**config.mk**
```make
export PLATFORM = sky130hd
export DESIGN_NAME = multi_cycle_ctrl
export DESIGN_NICKNAME = d
export VERILOG_FILES = /design/src/rtl/multi_cycle_ctrl.sv
export SDC_FILE = /design/constraint.sdc
export NUM_CORES = 1
export LEC_CHECK = 0
export ABC_AREA = 1
export CAP_MARGIN = 15
export CORE_MARGIN = 4
export CORE_UTILIZATION = 36
export DETAILED_ROUTE_END_ITERATION = 16
export HOLD_SLACK_MARGIN = 0.06
export PLACE_DENSITY = 0.77
export SETUP_SLACK_MARGIN = 0.15
export SYNTH_ARGS = -nofsm -noshare
export SYNTH_HDL_FRONTEND = slang
export SYNTH_SLANG_ARGS = --single-unit
```
**constraint.sdc**
```tcl
create_clock -name clk -period 1.2 [get_ports clk]
set_input_delay 0.24 -clock clk [delete_from_list [all_inputs] [get_ports clk]]
set_output_delay 0.24 -clock clk [all_outputs]
set_load 0.03 [all_outputs]
```
**src/rtl/multi_cycle_ctrl.sv**
```systemverilog
// multi_cycle_ctrl: control FSM for the multi-cycle MIPS datapath.
// Sequences instruction fetch, decode and the per-class execute/memory/write-back
// states, stalling on mem_ready during memory states when MEM_HANDSHAKE is set.
// Optional feature: define MULTI_CYCLE_CTRL_BNE_EN to add the BNE state (encoding 12).
module multi_cycle_ctrl #(
  parameter int MEM_HANDSHAKE = 1
) (
  input  logic       clk,
  input  logic       rst,
  input  logic [5:0] opcode,
  input  logic       mem_ready,
  output logic       pc_write,
  output logic       pc_write_cond,
  output logic       branch_ne,
  output logic       ir_write,
  output logic       mem_read,
  output logic       mem_write,
  output logic       i_or_d,
  output logic       reg_write,
  output logic       reg_dst,
  output logic       mem_to_reg,
  output logic       alu_src_a,
  output logic [1:0] alu_src_b,
  output logic [1:0] alu_op,
  output logic [1:0] pc_source,
  output logic       illegal_op,
  output logic [3:0] state
);

  typedef enum logic [3:0] {
    S_IF      = 4'd0,
    S_ID      = 4'd1,
    S_MEM_ADR = 4'd2,
    S_MEM_RD  = 4'd3,
    S_MEM_WB  = 4'd4,
    S_MEM_WR  = 4'd5,
    S_R_EX    = 4'd6,
    S_R_WB    = 4'd7,
    S_BEQ     = 4'd8,
    S_J       = 4'd9,
    S_ADDI_EX = 4'd10,
    S_ADDI_WB = 4'd11,
    S_BNE     = 4'd12
  } state_t;

  localparam logic [5:0] OP_RTYPE = 6'b000000;
  localparam logic [5:0] OP_LW    = 6'b100011;
  localparam logic [5:0] OP_SW    = 6'b101011;
  localparam logic [5:0] OP_BEQ   = 6'b000100;
  localparam logic [5:0] OP_BNE   = 6'b000101;
  localparam logic [5:0] OP_J     = 6'b000010;
  localparam logic [5:0] OP_ADDI  = 6'b001000;

  state_t state_r;
  state_t next_state_s;
  logic   ready_s;

  // With single-cycle memory the handshake is ignored and every access completes at once.
  assign ready_s = (MEM_HANDSHAKE != 0) ? mem_ready : 1'b1;
  assign state   = state_r;

  // State register with synchronous reset back to fetch.
  always_ff @(posedge clk) begin
    if (rst) begin
      state_r <= S_IF;
    end else begin
      state_r <= next_state_s;
    end
  end

  // Next-state and output decode; reset forces every output low so an aborted
  // instruction cannot issue a partial write in the reset cycle.
  always_comb begin
    next_state_s  = S_IF;
    pc_write      = 1'b0;
    pc_write_cond = 1'b0;
    branch_ne     = 1'b0;
    ir_write      = 1'b0;
    mem_read      = 1'b0;
    mem_write     = 1'b0;
    i_or_d        = 1'b0;
    reg_write     = 1'b0;
    reg_dst       = 1'b0;
    mem_to_reg    = 1'b0;
    alu_src_a     = 1'b0;
    alu_src_b     = 2'b00;
    alu_op        = 2'b00;
    pc_source     = 2'b00;
    illegal_op    = 1'b0;
    if (rst) begin
      next_state_s = S_IF;
    end else begin
      case (state_r)
        S_IF: begin
          mem_read     = 1'b1;
          alu_src_b    = 2'b01;
          ir_write     = ready_s;
          pc_write     = ready_s;
          next_state_s = ready_s ? S_ID : S_IF;
        end
        S_ID: begin
          alu_src_b = 2'b11;
          case (opcode)
            OP_RTYPE: next_state_s = S_R_EX;
            OP_LW:    next_state_s = S_MEM_ADR;
            OP_SW:    next_state_s = S_MEM_ADR;
            OP_BEQ:   next_state_s = S_BEQ;
            OP_J:     next_state_s = S_J;
            OP_ADDI:  next_state_s = S_ADDI_EX;
`ifdef MULTI_CYCLE_CTRL_BNE_EN
            OP_BNE:   next_state_s = S_BNE;
`endif
            default: begin
              illegal_op   = 1'b1;
              next_state_s = S_IF;
            end
          endcase
        end
        S_MEM_ADR: begin
          alu_src_a    = 1'b1;
          alu_src_b    = 2'b10;
          next_state_s = (opcode == OP_SW) ? S_MEM_WR : S_MEM_RD;
        end
        S_MEM_RD: begin
          mem_read     = 1'b1;
          i_or_d       = 1'b1;
          next_state_s = ready_s ? S_MEM_WB : S_MEM_RD;
        end
        S_MEM_WB: begin
          reg_write    = 1'b1;
          mem_to_reg   = 1'b1;
          next_state_s = S_IF;
        end
        S_MEM_WR: begin
          mem_write    = 1'b1;
          i_or_d       = 1'b1;
          next_state_s = ready_s ? S_IF : S_MEM_WR;
        end
        S_R_EX: begin
          alu_src_a    = 1'b1;
          alu_op       = 2'b10;
          next_state_s = S_R_WB;
        end
        S_R_WB: begin
          reg_write    = 1'b1;
          reg_dst      = 1'b1;
          next_state_s = S_IF;
        end
        S_BEQ: begin
          alu_src_a     = 1'b1;
          alu_op        = 2'b01;
          pc_source     = 2'b01;
          pc_write_cond = 1'b1;
          next_state_s  = S_IF;
        end
`ifdef MULTI_CYCLE_CTRL_BNE_EN
        S_BNE: begin
          alu_src_a     = 1'b1;
          alu_op        = 2'b01;
          pc_source     = 2'b01;
          pc_write_cond = 1'b1;
          branch_ne     = 1'b1;
          next_state_s  = S_IF;
        end
`endif
        S_J: begin
          pc_write     = 1'b1;
          pc_source    = 2'b10;
          next_state_s = S_IF;
        end
        S_ADDI_EX: begin
          alu_src_a    = 1'b1;
          alu_src_b    = 2'b10;
          next_state_s = S_ADDI_WB;
        end
        S_ADDI_WB: begin
          reg_write    = 1'b1;
          next_state_s = S_IF;
        end
        default: begin
          next_state_s = S_IF;
        end
      endcase
    end
  end

endmodule

```
==> results.md, run 1 <==
- Outcome: did not finish
- Failed at: clock tree synthesis (4_1_cts)
- Error: [ERROR DPL-0038] Utilization greater than 100%, impossible to legalize
- Share of the synthesized area in the top cell type: 16.8%
- Post-CTS Setup Inserts: 9
- Synth top cells by count: nand2_1 (24), nor2_1 (23), inv_1 (15)
- Seq/Total Area, Yosys: 15.0%
- Initial core utilization: 39.7%
- Leading area contributor after synthesis: nand2_1
- PostCTS Resize Cnt: 52
- Area contributors post-synth: nand2_1 (17%), nor2_1 (16%), dfxtp_1 (15%), inv_1 (11%), nand3_1 (10%)
- Syn Nets: 115
- Syn Area/Cell: 5.05 µm²
- CTS Buffer Depth: 2
- Mapped cell area: 536 µm²
- CTS Hold Bufs: 0
- Synth Register Bits: 4
- Rows: 13
- Ys Warns: 0
- H-tree levels: 1
- Io pins: 31
- TritonCTS buffer count: 3
- Die Wd: 46.6 µm
- Synth async-reset ratio: 0%
- Number of port buffers: 29
- Routability Congestion: 0.843
- Number of synthesized flops with an enable pin: 0
- Post-synth cell types: 16
- Post-DP HPWL: 1.78 mm
- Root buffer cell: clkbuf_4
- Synth Flop Type: dfxtp_1
- Count leader, synth: nand2_1
- Cells after Synth: 106
- Die height: 46.6 µm
- Clk sinks: 4
cells by family after synthesis:
group	synth area share (%)
other cells	0.700
buf+inv	16.8
simple gates	57.0
compound gates	10.5
flops	15.0
per-stage QoR:
stage	cell area, µm²	setup slack [ps]	std cells
3_5_place_dp	1120	-559	172
3_3_place_gp	1120	-529	172
2_1_floorplan	687	-118	106
==> run 2, diff against run 1 <==
CORE_AREA = 4 4 65 67   (was not set)
CORE_MARGIN = not set   (was 4)
CORE_UTILIZATION = not set   (was 36)
DIE_AREA = 0 0 69 71   (was not set)
HOLD_SLACK_MARGIN = not set   (was 0.06)
PLACE_DENSITY = not set   (was 0.77)
PLACE_DENSITY_LB_ADDON = 0.15   (was not set)
SETUP_SLACK_MARGIN = not set   (was 0.15)
==> run 2 against run 1 <==
Against the previous run: the flow now finishes, with violations (setup timing); synthesized cell count is the same; synthesized area unchanged.
==> results.md, run 2 <==
- CP max FO: 5
- Io pins: 31 (unchanged)
- Post-synthesis compound-gate area fraction: 10.5% (unchanged)
- Skew final: 0.949 ps
- Initial DRT Pass Iterations: 4
- NumNets Final: 180
- Diode count: 0
- Cells after Synth: 106 (unchanged)
- Reg area: 95.1 µm²
- Syn Nets: 115 (unchanged)
- End of the critical path: illegal_op
- DRC viols: 0
- Most frequent cells in the layout: buf_4 (33), buf_6 (21), nor2_4 (14), nand2_1 (13)
- Synth top cells by count: nand2_1 (24), nor2_1 (23), inv_1 (15)
- Crit path cell chain: nor2_4 > buf_6 > inv_4 > nor2_4 > nand2_2 > nor3_4 > buf_6
- Synth Flop Type: dfxtp_1
- GRT Overall Usage: 9.21%
- Post-DR vias/cell: 4.00
- Root buffer cell: clkbuf_8
- Synth Register Bits: 4 (unchanged)
- Post-DP Area: 1190 µm² (+5.9%)
- Clk sinks: 4 (unchanged)
- Startpoint types: flop
- Violated checks: setup timing
- Final ANT Viol Nets: 0
- Syn Area/Cell: 5.05 µm² (unchanged)
- Worst setup margin: -360 ps
- Clock transition at the registers of the reported paths: 30 ps
- CTS Hold Bufs: 0 (unchanged)
- Total power draw: 0.700 mW
- Maximum VDD drop: 0.245 mV
- Die ar.: 4900 µm²
- Ys Warns: 0 (unchanged)
- Post-DP HPWL: 1.85 mm (+4.0%)
- CP max stage cell: dfxtp_4
- Mapped cell area: 536 µm² (unchanged)
- Die Wd: 69 µm (+48%)
- Share of the synthesized area in the top cell type: 16.8% (unchanged)
- Final non-filler cell area: 1450 µm²
- Vias in the first global route: 867
- Initial drt markers: 21
- Post-synth cell types: 16 (unchanged)
- Worst R2R Path Depth: 10
- Worst r2r dst: state[2]$_SDFF_PP0_
- Synth async-reset ratio: 0% (unchanged)
- Routability Congestion: 0.858 (+1.7%)
- Max reg flops: 4
- Leading area contributor after synthesis: nand2_1
- Kind of critical path: reg2out
- Rows: 22 (+9)
- Antenna violations before repair: 0
- Delay of the slowest critical-path stage: 350 ps
- WL final: 2.22 mm
- Final Hold Viols: 0
- CTS tree: built
- Crit end category: output pin
- TritonCTS buffer count: 3 (unchanged)
- Seq/Total Area, Yosys: 15.0% (unchanged)
- Worst slack, placed: -575 ps (-16.4 ps)
- Fin Hold WS: 616 ps
- Multi-input gate area: 601 µm²
- Worst Setup SP: state[3]$_SDFF_PP0_
- First-pass GRT wire length: 3.73 mm
- FF-to-FF Start: state[3]$_SDFF_PP0_
- Total number of vias: 869
- Clock Latency Late Sink: 210 ps
- Adder-cell share of the synthesized area: 0% (unchanged)
- Static leakage: 0.722 nW
- Global route overflow: 0
- Largest family of logic cells by synthesized area: simple AND/OR/NAND/NOR gates
- Area delta synth->final: 171%
- Number of port buffers: 29 (unchanged)
- Largest net degree at the start of global routing: 7
- Unrepaired setup endpoints after global routing: true
- Commonest non-fill, non-tap cell in the layout: buf_4
- H-tree levels: 1 (unchanged)
- Hold Crit Class: reg2reg
- CTS Buffer Depth: 2 (unchanged)
- Count leader, synth: nand2_1
- Final worst path period need: 1560 ps
- Endpoints failing setup: 21
- Max Cap Viol: 0
- Post-Synth XOR/XNOR Area: 0% (unchanged)
- Area contributors post-synth: nand2_1 (17%), nor2_1 (16%), dfxtp_1 (15%), inv_1 (11%), nand3_1 (10%)
- Number of synthesized flops with an enable pin: 0 (unchanged)
- Core area: 3630 µm²
- Fill cells: 392
- Outcome: finished, violations left
- DR WL/cell: 10.2 µm
- Die height: 71 µm (+52%)
- R2R Setup Slk: -120 ps
- Max Clk Rate: 641 MHz
- Required time of the worst setup path: 960 ps
- Mux contribution to synthesized area: 0% (unchanged)
- Synth Area in Simple Gates: 57.0% (unchanged)
- Max-slew violations: 0
- Critical path data arrival time: 1320 ps
- PD cells: 483 nW/µm²
- Period utilisation layout: 130%
- Initial core utilization: 14.7% (-25 points)
- Share of layout cells above drive strength 1: 64.5%
run 2: cell counts after synthesis:
No cell type changed its count.
run 2: final cells by class:
type	instances	share of cell area, %
Clock buffer	3	2.85
Tap cell	48	4.15
Timing Repair Buffer	63	39.4
Multi-Input combinational cell	80	41.5
Sequential cell	4	6.56
Inverter	19	5.61
run 2: how the worst min path moves through the flow:
stage	startpoint	end	slack, ps	cells after the start
6_report	state[2]$_SDFF_PP0_	state[3]$_SDFF_PP0_	620	3
5_1_grt	state[2]$_SDFF_PP0_	state[3]$_SDFF_PP0_	650	3
4_1_cts	rst	state[1]$_SDFF_PP0_	630	5
3_5_place_dp	state[0]$_SDFF_PP0_	state[3]$_SDFF_PP0_	650	3
3_3_place_gp	state[2]$_SDFF_PP0_	state[3]$_SDFF_PP0_	660	3
2_1_floorplan	rst	state[1]$_SDFF_PP0_	410	3
run 2: cell families after synthesis:
kind of cell	count (synthesis)
DFF	4
buffers and inverters	22
AOI/OAI and AO/OA	11
other	1
and+or+nand+nor	68
run 2: report_power, final:
group | internal (mW) | switching [mW]
Sequential | 0.131 | 0.00741
Clock | 0.213 | 0.0630
Combinational | 0.132 | 0.154
Total | 0.476 | 0.225
run 2: through the flow:
step,util [%],TNS (ps),std cells
6_report,39.9,-5050,217
5_1_grt,39.9,-6690,217
4_1_cts,38.4,-5270,215
3_5_place_dp,32.7,-6880,210
3_3_place_gp,32.7,-6860,210
2_1_floorplan,-,-978,106
run 2: what timing repair did:
| action | 4_1_cts | 5_1_grt |
|---|---|---|
| buffers inserted | 2 | 2 |
| setup endpoints to repair | 21 | 21 |
| gates resized for setup | 55 | 9 |
| pin swaps | 5 | 3 |
run 2: worst max-delay path, delay by kind of cell (launching register included):
| kind | cells | cell delay [ps] |
|---|---|---|
| buffers and inverters | 3 | 310 |
| AND/OR/NAND/NOR | 4 | 440 |
| flip-flops | 1 | 350 |
run 2: routing by layer:
layer | global-route usage, % | share of wire [%] | up-vias
met1 | 10.6 | 42 | 394
met3 | 2.56 | 4.8 | 0
met2 | 16.1 | 53 | 20
met5 | 0 | 0 | -
met4 | 3.69 | 0 | 0
li1 | - | - | 455
(Power assumes the default switching activity.)
==> run 3, diff against run 2 <==
PLACE_DENSITY_LB_ADDON = not set   (was 0.15)
==> run 3 against run 2 <==
Against the previous run: combinational power is 4% higher; die area stayed put; worst hold slack worse by 160 ps; largest cell class unchanged; the flow still finishes with violations (setup timing).
==> results.md, run 3 (synthesis gave the netlist of run 2 again) <==
- Unrepaired setup endpoints after global routing: true
- Clk sinks: 4 (unchanged)
- Rows: 22 (unchanged)
- Min-Delay Startpoint: opcode[5]
- Die height: 71 µm (unchanged)
- Worst slack, placed: -576 ps (-0.933 ps)
- Reg area: 95.1 µm² (unchanged)
- Max reg flops: 4 (unchanged)
- Worst R2R Path Depth: 9 (-1)
- Largest net degree at the start of global routing: 9 (+2)
- Fill cells: 376 (-4.1%)
- Skew final: 1.63 ps (+0.679 ps)
- Routability Congestion: 0.787 (-8.3%)
- Die ar.: 4900 µm² (unchanged)
- Initial drt markers: 15 (-29%)
- Post-DR vias/cell: 3.95 (-1.3%)
- CP max stage cell: dfxtp_4
- Maximum VDD drop: 0.190 mV (-22%)
- Fin util: 40.4% (+0.52 points)
- DRC viols: 0 (unchanged)
- Hold Crit Class: in2reg
- Total number of vias: 842 (-3.1%)
- CTS tree: built
- Share of layout cells above drive strength 1: 69.1% (+4.6 points)
- Max Clk Rate: 646 MHz (+0.75%)
- Initial DRT Pass Iterations: 2 (-2)
- Period utilisation layout: 129% (-0.97 points)
- Worst setup margin: -348 ps (+11.6 ps)
- Delay of the slowest critical-path stage: 380 ps (+30 ps)
- NumNets Final: 176 (-2.2%)
- Max-slew violations: 0 (unchanged)
- Required time of the worst setup path: 960 ps (about the same)
- Antenna violations before repair: 0 (unchanged)
- Die Wd: 69 µm (unchanged)
- CTS Hold Bufs: 0 (unchanged)
- Multi-input gate area: 607 µm² (+1.0%)
- FF-to-FF Start: state[0]$_SDFF_PP0_
- Hold Path Cell Cnt: 8 (+5)
- Violated checks: setup timing
- Final ANT Viol Nets: 0 (unchanged)
- Clock transition at the registers of the reported paths: 30 ps (about the same)
- Critical path's most frequent cell: buf_6
- Reg power frac: 18.8% (-0.9 points)
- First-pass GRT wire length: 3.51 mm (-5.9%)
- Internal power: 0.483 mW (+1.5%)
- DR WL/cell: 9.82 µm (-4.0%)
- Commonest non-fill, non-tap cell in the layout: buf_6
- CP max FO: 4 (-1)
- Root buffer cell: clkbuf_8
- Final worst path period need: 1550 ps (-11.6 ps)
- Vias in the first global route: 828 (-4.5%)
- Post-DP HPWL: 1.69 mm (-8.7%)
- Switching Power: 0.234 mW (+4.2%)
- Global route overflow: 0 (unchanged)
- GRT Overall Usage: 8.91% (-0.29 points)
- Diode count: 0 (unchanged)
- Clock power share: 39.7% (+0.3 points)
- Critical path data arrival time: 1310 ps (about the same)
- Max Cap Viol: 0 (unchanged)
- Core area: 3630 µm² (unchanged)
- Most frequent cells in the layout: buf_6 (28), buf_4 (24), nor2_4 (15), nand2_1 (12)
- Initial core utilization: 14.7% (unchanged)
- Crit path cell chain: inv_2 > nor2_4 > nand2_2 > buf_6 > a31oi_4 > buf_6
- H-tree levels: 1 (unchanged)
- WL final: 2.09 mm (-5.8%)
- Total power draw: 0.717 mW (+2.4%)
- Endpoints failing setup: 19 (-9.5%)
- PD cells: 489 nW/µm² (+1.1%)
- TritonCTS buffer count: 3 (unchanged)
- Sw Ratio: 32.7% (+0.57 points)
- Comb pwr share: 41.4% (+0.5 points)
- Crit end category: output pin
- Static leakage: 0.682 nW (-5.6%)
- CTS Buffer Depth: 2 (unchanged)
- Outcome: finished, violations left
- Io pins: 31 (unchanged)
- Kind of critical path: reg2out
- Number of port buffers: 29 (unchanged)
- Startpoint types: flop
- Area delta synth->final: 174%
- Worst r2r dst: state[2]$_SDFF_PP0_
- R2R Setup Slk: -60 ps (+60 ps)
- Hold endpoint: state[1]$_SDFF_PP0_
- Clock Latency Late Sink: 220 ps (about the same)
- Setup TNS: -4710 ps (+337 ps)
- Final Hold Viols: 0 (unchanged)
run 3: layer usage:
layer / track usage [%] / share of wire [%] / vias up
met5: 0 / 0 / -
met4: 4.56 / 1.5 / 0
met3: 2.84 / 4.5 / 4
met2: 15.9 / 54 / 17
met1: 9.40 / 40 / 375
li1: - / - / 446
run 3: layout make-up:
type / instances / share of cell area [%]
Clock buffer: 3 / 2.81
Inverter: 19 / 5.80
Multi-Input combinational cell: 80 / 41.3
Sequential cell: 4 / 6.48
Tap cell: 48 / 4.09
Timing Repair Buffer: 59 / 39.5
run 3: power by group through the flow:
stage,combinational (mW),clock [mW],sequential [mW]
floorplan,0.118,0,0.143
global placement,0.243,0,0.135
detailed placement,0.243,0,0.135
CTS,0.267,0.298,0.135
global route,0.320,0.299,0.136
finish,0.297,0.285,0.135
run 3: how the worst max path moves through the flow:
stage | from | end | slack (ps) | cells after the start
floorplan | state[1]$_SDFF_PP0_ | alu_src_a | -120 | 6
global placement | opcode[5] | illegal_op | -570 | 6
detailed placement | opcode[5] | illegal_op | -580 | 6
CTS | state[3]$_SDFF_PP0_ | illegal_op | -400 | 6
global route | state[2]$_SDFF_PP0_ | illegal_op | -410 | 6
finish | state[3]$_SDFF_PP0_ | alu_src_b[1] | -350 | 6
run 3: per-stage QoR:
step / instance area (µm²) / cells / hold WS [ps]
detailed placement: 1170 / 205 / 683
CTS: 1360 / 211 / 459
finish: 1470 / 213 / 460
global placement: 1170 / 205 / 677
floorplan: 687 / 106 / 414
global route: 1470 / 213 / 547
run 3: critical path, delay by kind of cell (launching register included):
family / cells / cell delay [ps]
buffers and inverters: 3 / 330
AOI/OAI and AO/OA: 1 / 150
and+or+nand+nor: 2 / 230
DFF: 1 / 380
run 3: timing repair:
action,CTS,global route
pin swaps,13,16
setup endpoints to repair,21,20
resized for setup,63,29
buffers inserted,5,3
